File: src/rtl/rf_conv_accum_if.sv
// Feature-SRAM read port: the request is held until granted.
// Read data returns exactly one cycle after the grant.
interface rf_conv_accum_if #(
  parameter int ADDR_W = 16
);
  logic              o_mem_rd;
  logic [ADDR_W-1:0] o_mem_addr;
  logic              i_mem_gnt;
  logic [7:0]        i_mem_data;

  modport master (
    output o_mem_rd,
    output o_mem_addr,
    input  i_mem_gnt,
    input  i_mem_data
  );

  modport slave (
    input  o_mem_rd,
    input  o_mem_addr,
    output i_mem_gnt,
    output i_mem_data
  );
endinterface

File: src/rtl/rf_conv_accum.sv
// Walks the RF list, fetches in-range pixels from feature SRAM
// and accumulates pixel*weight into one convolution output.
module rf_conv_accum #(
  parameter int IMG_H  = 28,
  parameter int IMG_W  = 28,
  parameter int LENGTH = 10,
  parameter int ADDR_W = 16,
  parameter int SUM_W  = 24
) (
  input  logic                    i_clk,
  input  logic                    i_rst_n,
  input  logic                    i_start,
  input  logic [10:0]             i_length,
  input  logic [2:0][6:0]         i_RF [LENGTH],
  input  logic signed [7:0]       i_weight [LENGTH],
  rf_conv_accum_if.master         mem,
  output logic signed [SUM_W-1:0] o_sum,
  output logic                    o_busy,
  output logic                    o_finish
);
  localparam int IW = (LENGTH > 1) ? $clog2(LENGTH) : 1;

  typedef enum logic [1:0] {
    S_IDLE, S_FETCH, S_DRAIN, S_DONE
  } state_t;

  state_t                  state_q, state_d;
  logic [IW-1:0]           idx_q, idx_d;
  logic [10:0]             len_q, len_d;
  logic                    rd_q, rd_d;
  logic [ADDR_W-1:0]       addr_q, addr_d;
  logic                    pv_q, pv_d;
  logic signed [7:0]       pw_q, pw_d;
  logic signed [SUM_W-1:0] acc_q, acc_d;
  logic signed [SUM_W-1:0] sum_q, sum_d;
  logic                    fin_q, fin_d;
  logic signed [16:0]      prod;
  logic [IW-1:0]           idx_nx;
  logic                    last;

  // Wrapped negative coordinates land above the bounds too.
  function automatic logic pad_of(
    input logic [2:0][6:0] e
  );
    return (32'(e[0]) >= 32'(IMG_H)) ||
           (32'(e[1]) >= 32'(IMG_W));
  endfunction

  function automatic logic [ADDR_W-1:0] addr_of(
    input logic [2:0][6:0] e
  );
    logic [31:0] a;
    a = 32'(e[2] & 7'h1f) * 32'(IMG_H * IMG_W)
      + 32'(e[0]) * 32'(IMG_W)
      + 32'(e[1]);
    return a[ADDR_W-1:0];
  endfunction

  always_comb begin
    prod    = $signed({1'b0, mem.i_mem_data}) * pw_q;
    idx_nx  = idx_q + 1'b1;
    last    = ({{(11-IW){1'b0}}, idx_q} == len_q - 11'd1);
    state_d = state_q;
    idx_d   = idx_q;
    len_d   = len_q;
    rd_d    = rd_q;
    addr_d  = addr_q;
    pv_d    = 1'b0;
    pw_d    = pw_q;
    acc_d   = acc_q;
    sum_d   = sum_q;
    fin_d   = 1'b0;
    if (pv_q)
      acc_d = acc_q + {{(SUM_W-17){prod[16]}}, prod};
    unique case (state_q)
      S_IDLE: begin
        if (i_start) begin
          len_d = i_length;
          idx_d = '0;
          acc_d = '0;
          if (i_length == 11'd0) begin
            state_d = S_DONE;
          end else begin
            state_d = S_FETCH;
            rd_d    = !pad_of(i_RF[0]);
            addr_d  = addr_of(i_RF[0]);
          end
        end
      end
      S_FETCH: begin
        if (!rd_q || mem.i_mem_gnt) begin
          pv_d = rd_q;
          pw_d = i_weight[idx_q];
          if (last) begin
            state_d = S_DRAIN;
            rd_d    = 1'b0;
          end else begin
            idx_d  = idx_nx;
            rd_d   = !pad_of(i_RF[idx_nx]);
            addr_d = addr_of(i_RF[idx_nx]);
          end
        end
      end
      S_DRAIN: state_d = S_DONE;
      S_DONE:  state_d = S_IDLE;
      default: state_d = S_IDLE;
    endcase
    // Snapshot includes any product absorbed on the same edge.
    if (state_d == S_DONE) begin
      fin_d = 1'b1;
      sum_d = acc_d;
    end
  end

  always_ff @(posedge i_clk or negedge i_rst_n) begin
    if (!i_rst_n) begin
      state_q <= S_IDLE;
      idx_q   <= '0;
      len_q   <= '0;
      rd_q    <= 1'b0;
      addr_q  <= '0;
      pv_q    <= 1'b0;
      pw_q    <= '0;
      acc_q   <= '0;
      sum_q   <= '0;
      fin_q   <= 1'b0;
    end else begin
      state_q <= state_d;
      idx_q   <= idx_d;
      len_q   <= len_d;
      rd_q    <= rd_d;
      addr_q  <= addr_d;
      pv_q    <= pv_d;
      pw_q    <= pw_d;
      acc_q   <= acc_d;
      sum_q   <= sum_d;
      fin_q   <= fin_d;
    end
  end

  assign mem.o_mem_rd   = rd_q;
  assign mem.o_mem_addr = addr_q;
  assign o_sum          = sum_q;
  assign o_finish       = fin_q;
  assign o_busy         = (state_q != S_IDLE);
endmodule
File: src/flat_wrapper.sv
// flat-port wrapper written by rule: the top's interface ports become plain ports
module rf_conv_accum_flat 
#(
  parameter int IMG_H  = 28,
  parameter int IMG_W  = 28,
  parameter int LENGTH = 10,
  parameter int ADDR_W = 16,
  parameter int SUM_W  = 24
)
  (i_clk, i_rst_n, i_start, i_length, i_RF, i_weight, o_sum, o_busy, o_finish, mem_o_mem_rd, mem_o_mem_addr, mem_i_mem_gnt, mem_i_mem_data);
  rf_conv_accum_if #(.ADDR_W(ADDR_W)) mem_i ();
  input  logic i_clk;
  input  logic i_rst_n;
  input  logic i_start;
  input  logic [10:0] i_length;
  input  logic [2:0][6:0] i_RF[LENGTH];
  input  logic signed [7:0] i_weight[LENGTH];
  output logic signed [SUM_W-1:0] o_sum;
  output logic o_busy;
  output logic o_finish;
  output wire logic [$bits(mem_i.o_mem_rd)-1:0] mem_o_mem_rd;
  output wire logic [$bits(mem_i.o_mem_addr)-1:0] mem_o_mem_addr;
  input wire logic [$bits(mem_i.i_mem_gnt)-1:0] mem_i_mem_gnt;
  input wire logic [$bits(mem_i.i_mem_data)-1:0] mem_i_mem_data;
  assign mem_o_mem_rd = mem_i.o_mem_rd;
  assign mem_o_mem_addr = mem_i.o_mem_addr;
  assign mem_i.i_mem_gnt = mem_i_mem_gnt;
  assign mem_i.i_mem_data = mem_i_mem_data;
  rf_conv_accum #(.IMG_H(IMG_H), .IMG_W(IMG_W), .LENGTH(LENGTH), .ADDR_W(ADDR_W), .SUM_W(SUM_W)) u_core (.i_clk(i_clk), .i_rst_n(i_rst_n), .i_start(i_start), .i_length(i_length), .i_RF(i_RF), .i_weight(i_weight), .mem(mem_i), .o_sum(o_sum), .o_busy(o_busy), .o_finish(o_finish));
endmodule
File: config.mk
export PLATFORM = sky130hd
export DESIGN_NAME = rf_conv_accum_flat
export DESIGN_NICKNAME = d
export VERILOG_FILES = /design/src/rtl/rf_conv_accum_if.sv /design/src/rtl/rf_conv_accum.sv /design/src/flat_wrapper.sv
export SDC_FILE = /design/constraint.sdc
export NUM_CORES = 1
export LEC_CHECK = 0
export CORE_MARGIN = 5
export CORE_UTILIZATION = 54
export CTS_BUF_LIST = sky130_fd_sc_hd__clkbuf_2
export DETAILED_ROUTE_END_ITERATION = 8
export PLACE_DENSITY = 0.92
export SETUP_SLACK_MARGIN = 0.2
export SYNTH_ARGS = -nofsm -noshare
export SYNTH_HDL_FRONTEND = slang
export SYNTH_SLANG_ARGS = --single-unit
File: constraint.sdc
create_clock -name i_clk -period 13.5 [get_ports i_clk]
set_input_delay 3.375 -clock i_clk [delete_from_list [all_inputs] [get_ports i_clk]]
set_output_delay 3.375 -clock i_clk [all_outputs]
set_load 0.05 [all_outputs]
==> Word level (Yosys, flattened, before mapping) <==
Index checks and enable logic that the tools add are counted.
{ "word_totals": {"in_bits": 313, "wordCells": 85, "register_bits": 92, "out_inout_bits": 43} }
{ "op_classes": {"multipliers": 5, "n_lt_le_gt_ge": 6, "mux": 31, "bitwise_logic": 2, "reduce_logical": 15, "n_eq_ne": 9, "n_addsub": 7} }
{ "op_table": {"columns": ["operator", "n"], "rows": [
  ["21-bit binary-select mux with 4-bit select", 1],
  ["24-bit two-way mux", 3],
  ["16-bit two-way mux", 4],
  ["19-bit two-way mux", 2],
  ["16-bit by 12-bit adder with 16-bit output", 2],
  ["16-bit by 7-bit adder with 16-bit output", 2],
  ["8-bit binary-select mux with 4-bit select", 1],
  ["16-bit one-hot mux with 2 select lines", 1],
  ["7-bit by 5-bit >= comparator with 1-bit output, second input constant", 4],
  ["24-bit adder", 1],
  ["5-bit by 6-bit multiplier with 11-bit output, second input constant", 2],
  ["7-bit by 3-bit multiplier with 10-bit output, second input constant", 2],
  ["9-bit by 8-bit multiplier with 17-bit output", 1],
  ["8-bit two-way mux", 2],
  ["4-bit two-way mux", 3],
  ["4-bit by 11-bit == test with 1-bit output", 1],
  ["11-bit zero test", 1],
  ["11-bit by 1-bit subtractor with 11-bit output, second input constant", 1],
  ["5-bit >= comparator, second input constant", 2],
  ["4-bit inverter with 5-bit output", 2],
  ["2-bit two-way mux", 4],
  ["2-bit one-hot mux with 4 select lines", 1],
  ["4-bit one-hot mux with 2 select lines", 1],
  ["4-bit AND reduction", 2],
  ["13 further kinds", 29]
]} }

==> Longest topological paths before layout <==
{ "depth": {"word_depth": 11, "ltp_mapped": 27, "depth_no_buf": 27} }

==> Least setup slack after synthesis <==
No wires, ideal clock.
{ "synth_path": {"path_type": "input-to-reg", "start": "input mem_i_mem_data[0]", "end": "register u_core.sum_q[23], in the netlist u_core.o_sum[23]", "arrival_ps": 8924, "stages": 23, "n_path_buf": 0, "t_required_ps": 13374, "slack_ps": 4450, "setup_time_ps": 126, "cell_sequence": "nand2b_1 > fa_1 > fa_1 > inv_1 > fa_1 > inv_1 > fa_1 > inv_1 > ha_1 > o21ai_0 > o21ai_1 > a31oi_1 > o21ai_1 > xnor2_1 > ha_1 > and3_1 > nor4b_1 > a31oi_1 > o21ai_1 > o21ai_1 > xnor2_1 > mux2i_1 > a221o_1"} }
{ "synth_via": {"elab_chain_len": 5} }
{ "synth_rtl": {"columns": ["item", "line_no", "text"], "rows": [
  ["start: declaration", "flat_wrapper.sv:24", "input wire logic [$bits(mem_i.i_mem_data)-1:0] mem_i_mem_data;"],
  ["9-bit by 8-bit multiplier with 17-bit output *", "rf_conv_accum.sv:60", "prod = $signed({1'b0, mem.i_mem_data}) * pw_q;"],
  ["24-bit adder *", "rf_conv_accum.sv:74", "acc_d = acc_q + {{(SUM_W-17){prod[16]}}, prod};"],
  ["24-bit two-way mux *", "rf_conv_accum.sv:73", "if (pv_q)"],
  ["24-bit two-way mux", "rf_conv_accum.sv:77", "if (i_start) begin"],
  ["24-bit two-way mux *", "rf_conv_accum.sv:75", "unique case (state_q)"],
  ["end signal: assignment", "rf_conv_accum.sv:136", "sum_q <= sum_d;"],
  ["end: declaration", "rf_conv_accum.sv:35", "logic signed [SUM_W-1:0] sum_q, sum_d;"]
]} }
Mark *: on every way between the ends. The rest lies on a longest branch, timed or not.
A chain may end at the register's enable or synchronous reset.

==> Worst setup path after layout <==
Ends and elaborated chain as after synthesis.

==> flow_metrics.env <==
export IMPL_synth_flop_cell="sky130_fd_sc_hd__dfrtp_1"
export IMPL_final_hold_violation_count=0
export IMPL_r2r_endpoint="u_core.o_sum[23]"
export IMPL_timing_slew_headroom_pct=27.51
export IMPL_global_route_overflow_total=0
export IMPL_timing_hold_ws_ns=0.5106
export IMPL_timing_hold_worst_endpoint="u_core.o_sum[0]"
export IMPL_synth_seq_cells=92
export IMPL_start_util_pct=55.02
export IMPL_drt_pass1_iterations=5
export IMPL_fp_dieArea_sq_um=25390
export IMPL_grt_pass1_vias=11830
export IMPL_grt_max_degree=50
export IMPL_netlist_top_cell_by_area="sky130_fd_sc_hd__dfrtp_1"
export IMPL_syn2layout_area_growth_pct=30.61
export IMPL_critical_path_cell_chain="clkdlybuf4s50_1, nand2b_1, fa_1, fa_1, inv_1, fa_1, inv_1, fa_1, inv_1, ha_1, a211oi_1, o21ai_1, a31oi_1, o21ai_1, xnor2_1, ha_1, and3_1, nor4b_1, a31oi_1, o21ai_1, o21ai_1, xnor2_1, mux2i_1, a221o_1"
export IMPL_cts_repair_timing_setup_buffer_count=0
export IMPL_synthCells=1290
export IMPL_vias_after_detailed_routing=11310
export IMPL_post_synth_and_or_nand_nor_area_fraction_pct=12.77
export IMPL_cpPeakStageDelay_ns=0.87
export IMPL_setup_viol=0
export IMPL_cts_sinks=92
export IMPL_row_count=54
export IMPL_routed_wire_length_per_instance_um=21.68
export IMPL_synth_xor_xnor_area_share_pct=5.453
export IMPL_clk_insertion_delay_late_ns=0.62
export IMPL_die_height_um=159.4
export IMPL_cts_htree_levels=3
export IMPL_grt_setup_unrepaired="false"
export IMPL_grt_first_pass_wirelength_mm=63.67
export IMPL_synth_async_sr_flop_share_pct=100.0
export IMPL_maximum_clock_rate_mhz=99.70
export IMPL_synth_adder_area_share_pct=26.51
export IMPL_num_nets_final=2132
export IMPL_synth_largest_type_area_fraction_pct=19.11
export IMPL_arrival_ns=10.58
export IMPL_worst_ep_required_time_ns=14.05
export IMPL_final_min_period_over_clock_period_pct=74.30
export IMPL_synth_top_family_by_area="adder cells"
export IMPL_clk_root_buffer_cell="sky130_fd_sc_hd__clkbuf_2"
export IMPL_cts_tree="built"
export IMPL_floorplan_die_width_um=159.4
export IMPL_number_of_synthesized_flops_with_an_enable_pin=0
export IMPL_worstSetupStartpointType="input pin"
export IMPL_drv_max_cap_violation_count=0
export IMPL_synth_compound_area_share_pct=14.93
export IMPL_gp_congestion=0.9791
export IMPL_route_detailed_vias_per_inst=5.995
export IMPL_yosys_warnings=0
export IMPL_clock_path_buffers=2
export IMPL_ff2ff_setup_slack_ns=6.35
export IMPL_syn_avg_cell_area_sq_um=9.337
export IMPL_timing_clock_skew_ns=0.04041
export IMPL_share_of_cells_above_drive_strength_1_pct=6.231
export IMPL_inserted_clock_buffers=9
export IMPL_distinct_cell_type_count_after_synthesis=66
export IMPL_yosysSeqAreaShare_pct=19.11
export IMPL_synth_top_cells_by_area="sky130_fd_sc_hd__dfrtp_1 19%, sky130_fd_sc_hd__ha_1 16%, sky130_fd_sc_hd__fa_1 10%, sky130_fd_sc_hd__mux4_2 10%, sky130_fd_sc_hd__nand2_1 4.5%"
export IMPL_fillers=1566
export IMPL_critical_path_slowest_cell="sky130_fd_sc_hd__xnor2_1"
export IMPL_cts_hold_buffers_added=0
export IMPL_critical_path_max_fanout=9
export IMPL_grt_use_total_pct=31.23
export IMPL_setup_tns_ns=0
export IMPL_detailedPlacementHpwl_mm=34.92
export IMPL_ios=356
export IMPL_io_buffers=335
export IMPL_antenna_found_initial=3
export IMPL_route_detailed_drc=0
export IMPL_route_antenna_remaining_nets=0
export IMPL_critical_path_buf_inv_count=4
export IMPL_post_synth_instance_area_sq_um=12050
export IMPL_synth_mux_area_fraction_pct=15.34
export IMPL_post_cts_sizing=0
export IMPL_mappedNetlistNets=1821
export IMPL_kind_of_critical_path="in2reg"
export IMPL_coreArea_sq_um=21890
export IMPL_dr_first_iter_drc_count=856
export IMPL_worst_r2r_cell_count=23
export IMPL_period_minus_slack_ns=10.03
export IMPL_run_status="finished clean"
export IMPL_worst_setup_path_startpoint="mem_i_mem_data[0]"
export IMPL_critPathCaptureType="register"
export IMPL_drt_wirelength_mm=40.91
export IMPL_path_delay_family="adder cells"
export IMPL_min_delay_path_depth=2
export IMPL_clk_pin_slew_ns=0.27
export IMPL_slew_violations=0
export IMPL_min_path_type="reg2reg"
export IMPL_holdCritStartpoint="u_core.o_sum[0]"
export IMPL_timing_worst_slew_pin_value_ns=1.080
export IMPL_r2r_start="u_core.pw_q[4]"
cells by family after synthesis:
logic type | after synthesis
compound gates | 276
xor+xnor | 75
fa+ha+maj | 218
buf+inv | 178
flops | 92
mux | 116
simple gates | 335
worst register-to-register path, delay by kind of cell, from the launching register on:
family                     cells  cell delay, ns
DFF                            1            0.60
buffers and inverters          3            0.16
AOI/OAI and AO/OA              8            1.75
xor gates and xnor gates       2            1.18
adders and majority gates      6            2.65
and+or+nand+nor                3            0.66
muxes                          1            0.12
worst max-delay path by stage:
stage | endpoint | cells past startpoint
finish | u_core.o_sum[23] | 24
global route | u_core.o_sum[23] | 24
CTS | u_core.o_sum[23] | 24
detailed placement | u_core.o_sum[23] | 24
global placement | u_core.o_sum[23] | 24
floorplan | u_core.o_sum[23] | 23
per-stage QoR:
stage	worst slack, ns	cell area (sq um)	util, %	std cells
finish	3.470	15730	71.87	1887
detailed placement	2.866	15640	71.46	1870
floorplan	4.450	12050	-	1290
global placement	3.151	15640	71.46	1870
global route	3.062	15730	71.87	1887
CTS	3.497	15730	71.85	1885
cell type report:
cell class | count | area (sq um) | share of cell area [%]
antenna | 2 | 5.005 | 0.03181
clock buffer | 11 | 55.05 | 0.3499
clock inverter | 4 | 28.78 | 0.1829
inverter | 133 | 499.2 | 3.173
multi-input combinational | 1020 | 9062 | 57.60
sequential | 92 | 2306 | 14.66
tap | 280 | 350.3 | 2.227
timing repair buffer | 345 | 3426 | 21.78
cell usage after synthesis, types with 3 or more instances:
| library cell | number |
|---|---|
| sky130_fd_sc_hd__nor3_1 | 10 |
| sky130_fd_sc_hd__nand3_1 | 17 |
| sky130_fd_sc_hd__mux2i_1 | 53 |
| sky130_fd_sc_hd__nor2b_1 | 13 |
| sky130_fd_sc_hd__and3_1 | 8 |
| sky130_fd_sc_hd__mux4_2 | 54 |
| sky130_fd_sc_hd__nand2b_1 | 9 |
| sky130_fd_sc_hd__o21bai_1 | 13 |
| sky130_fd_sc_hd__nand4_1 | 3 |
| sky130_fd_sc_hd__o21ai_0 | 45 |
| sky130_fd_sc_hd__o221ai_1 | 3 |
| sky130_fd_sc_hd__buf_4 | 3 |
| sky130_fd_sc_hd__xor2_1 | 20 |
| sky130_fd_sc_hd__a211oi_1 | 11 |
| sky130_fd_sc_hd__a22oi_1 | 11 |
| sky130_fd_sc_hd__dfrtp_1 | 92 |
| sky130_fd_sc_hd__a2bb2oi_1 | 8 |
| sky130_fd_sc_hd__o21ai_1 | 23 |
| sky130_fd_sc_hd__o21a_1 | 5 |
| sky130_fd_sc_hd__a21o_1 | 20 |
| sky130_fd_sc_hd__o22ai_1 | 9 |
| sky130_fd_sc_hd__a21oi_1 | 68 |
| sky130_fd_sc_hd__ha_1 | 156 |
| sky130_fd_sc_hd__o31ai_1 | 10 |
| sky130_fd_sc_hd__buf_1 | 3 |
| sky130_fd_sc_hd__mux2_2 | 9 |
| sky130_fd_sc_hd__clkbuf_1 | 20 |
| sky130_fd_sc_hd__nor2_1 | 70 |
| sky130_fd_sc_hd__inv_1 | 131 |
| sky130_fd_sc_hd__a31oi_1 | 12 |
| sky130_fd_sc_hd__o22a_1 | 13 |
| sky130_fd_sc_hd__nor4_1 | 6 |
| sky130_fd_sc_hd__buf_2 | 18 |
| sky130_fd_sc_hd__xnor2_1 | 55 |
| sky130_fd_sc_hd__and2_1 | 45 |
| sky130_fd_sc_hd__a41oi_1 | 4 |
| sky130_fd_sc_hd__nand2_1 | 144 |
| sky130_fd_sc_hd__fa_1 | 62 |
per-layer routing:
layer	GRT usage, %	vias up	wire length [um]
met5	0	-	11
met4	10.78	2	1653
met3	4.789	103	2760
met2	56.33	524	21200
met1	37.97	5508	15290
li1	-	5175	-
cell usage in the layout (no fill, tap or decap), types with 53 or more instances in the layout:
| cell | instances |
|---|---|
| sky130_fd_sc_hd__ha_1 | 155 |
| sky130_fd_sc_hd__mux4_2 | 54 |
| sky130_fd_sc_hd__nor2_1 | 70 |
| sky130_fd_sc_hd__mux2i_1 | 53 |
| sky130_fd_sc_hd__fa_1 | 62 |
| sky130_fd_sc_hd__dfrtp_1 | 91 |
| sky130_fd_sc_hd__inv_1 | 131 |
| sky130_fd_sc_hd__clkdlybuf4s50_1 | 334 |
| sky130_fd_sc_hd__a21oi_1 | 68 |
| sky130_fd_sc_hd__nand2_1 | 144 |
| sky130_fd_sc_hd__xnor2_1 | 54 |
sequential cells by signal, summed over array words and instances, names as in the netlist:
signal	cells
u_core.o_sum	24
u_core.idx_q	4
u_core.state_q	2
u_core.pv_q	1
u_core.mem.o_mem_rd	1
u_core.pw_q	8
u_core.mem.o_mem_addr	16
u_core.o_finish	1
u_core.len_q	11
u_core.acc_q	24
Power is not shown: default switching activity piles up to over one toggle a cycle in this logic, so the estimate is an artifact.
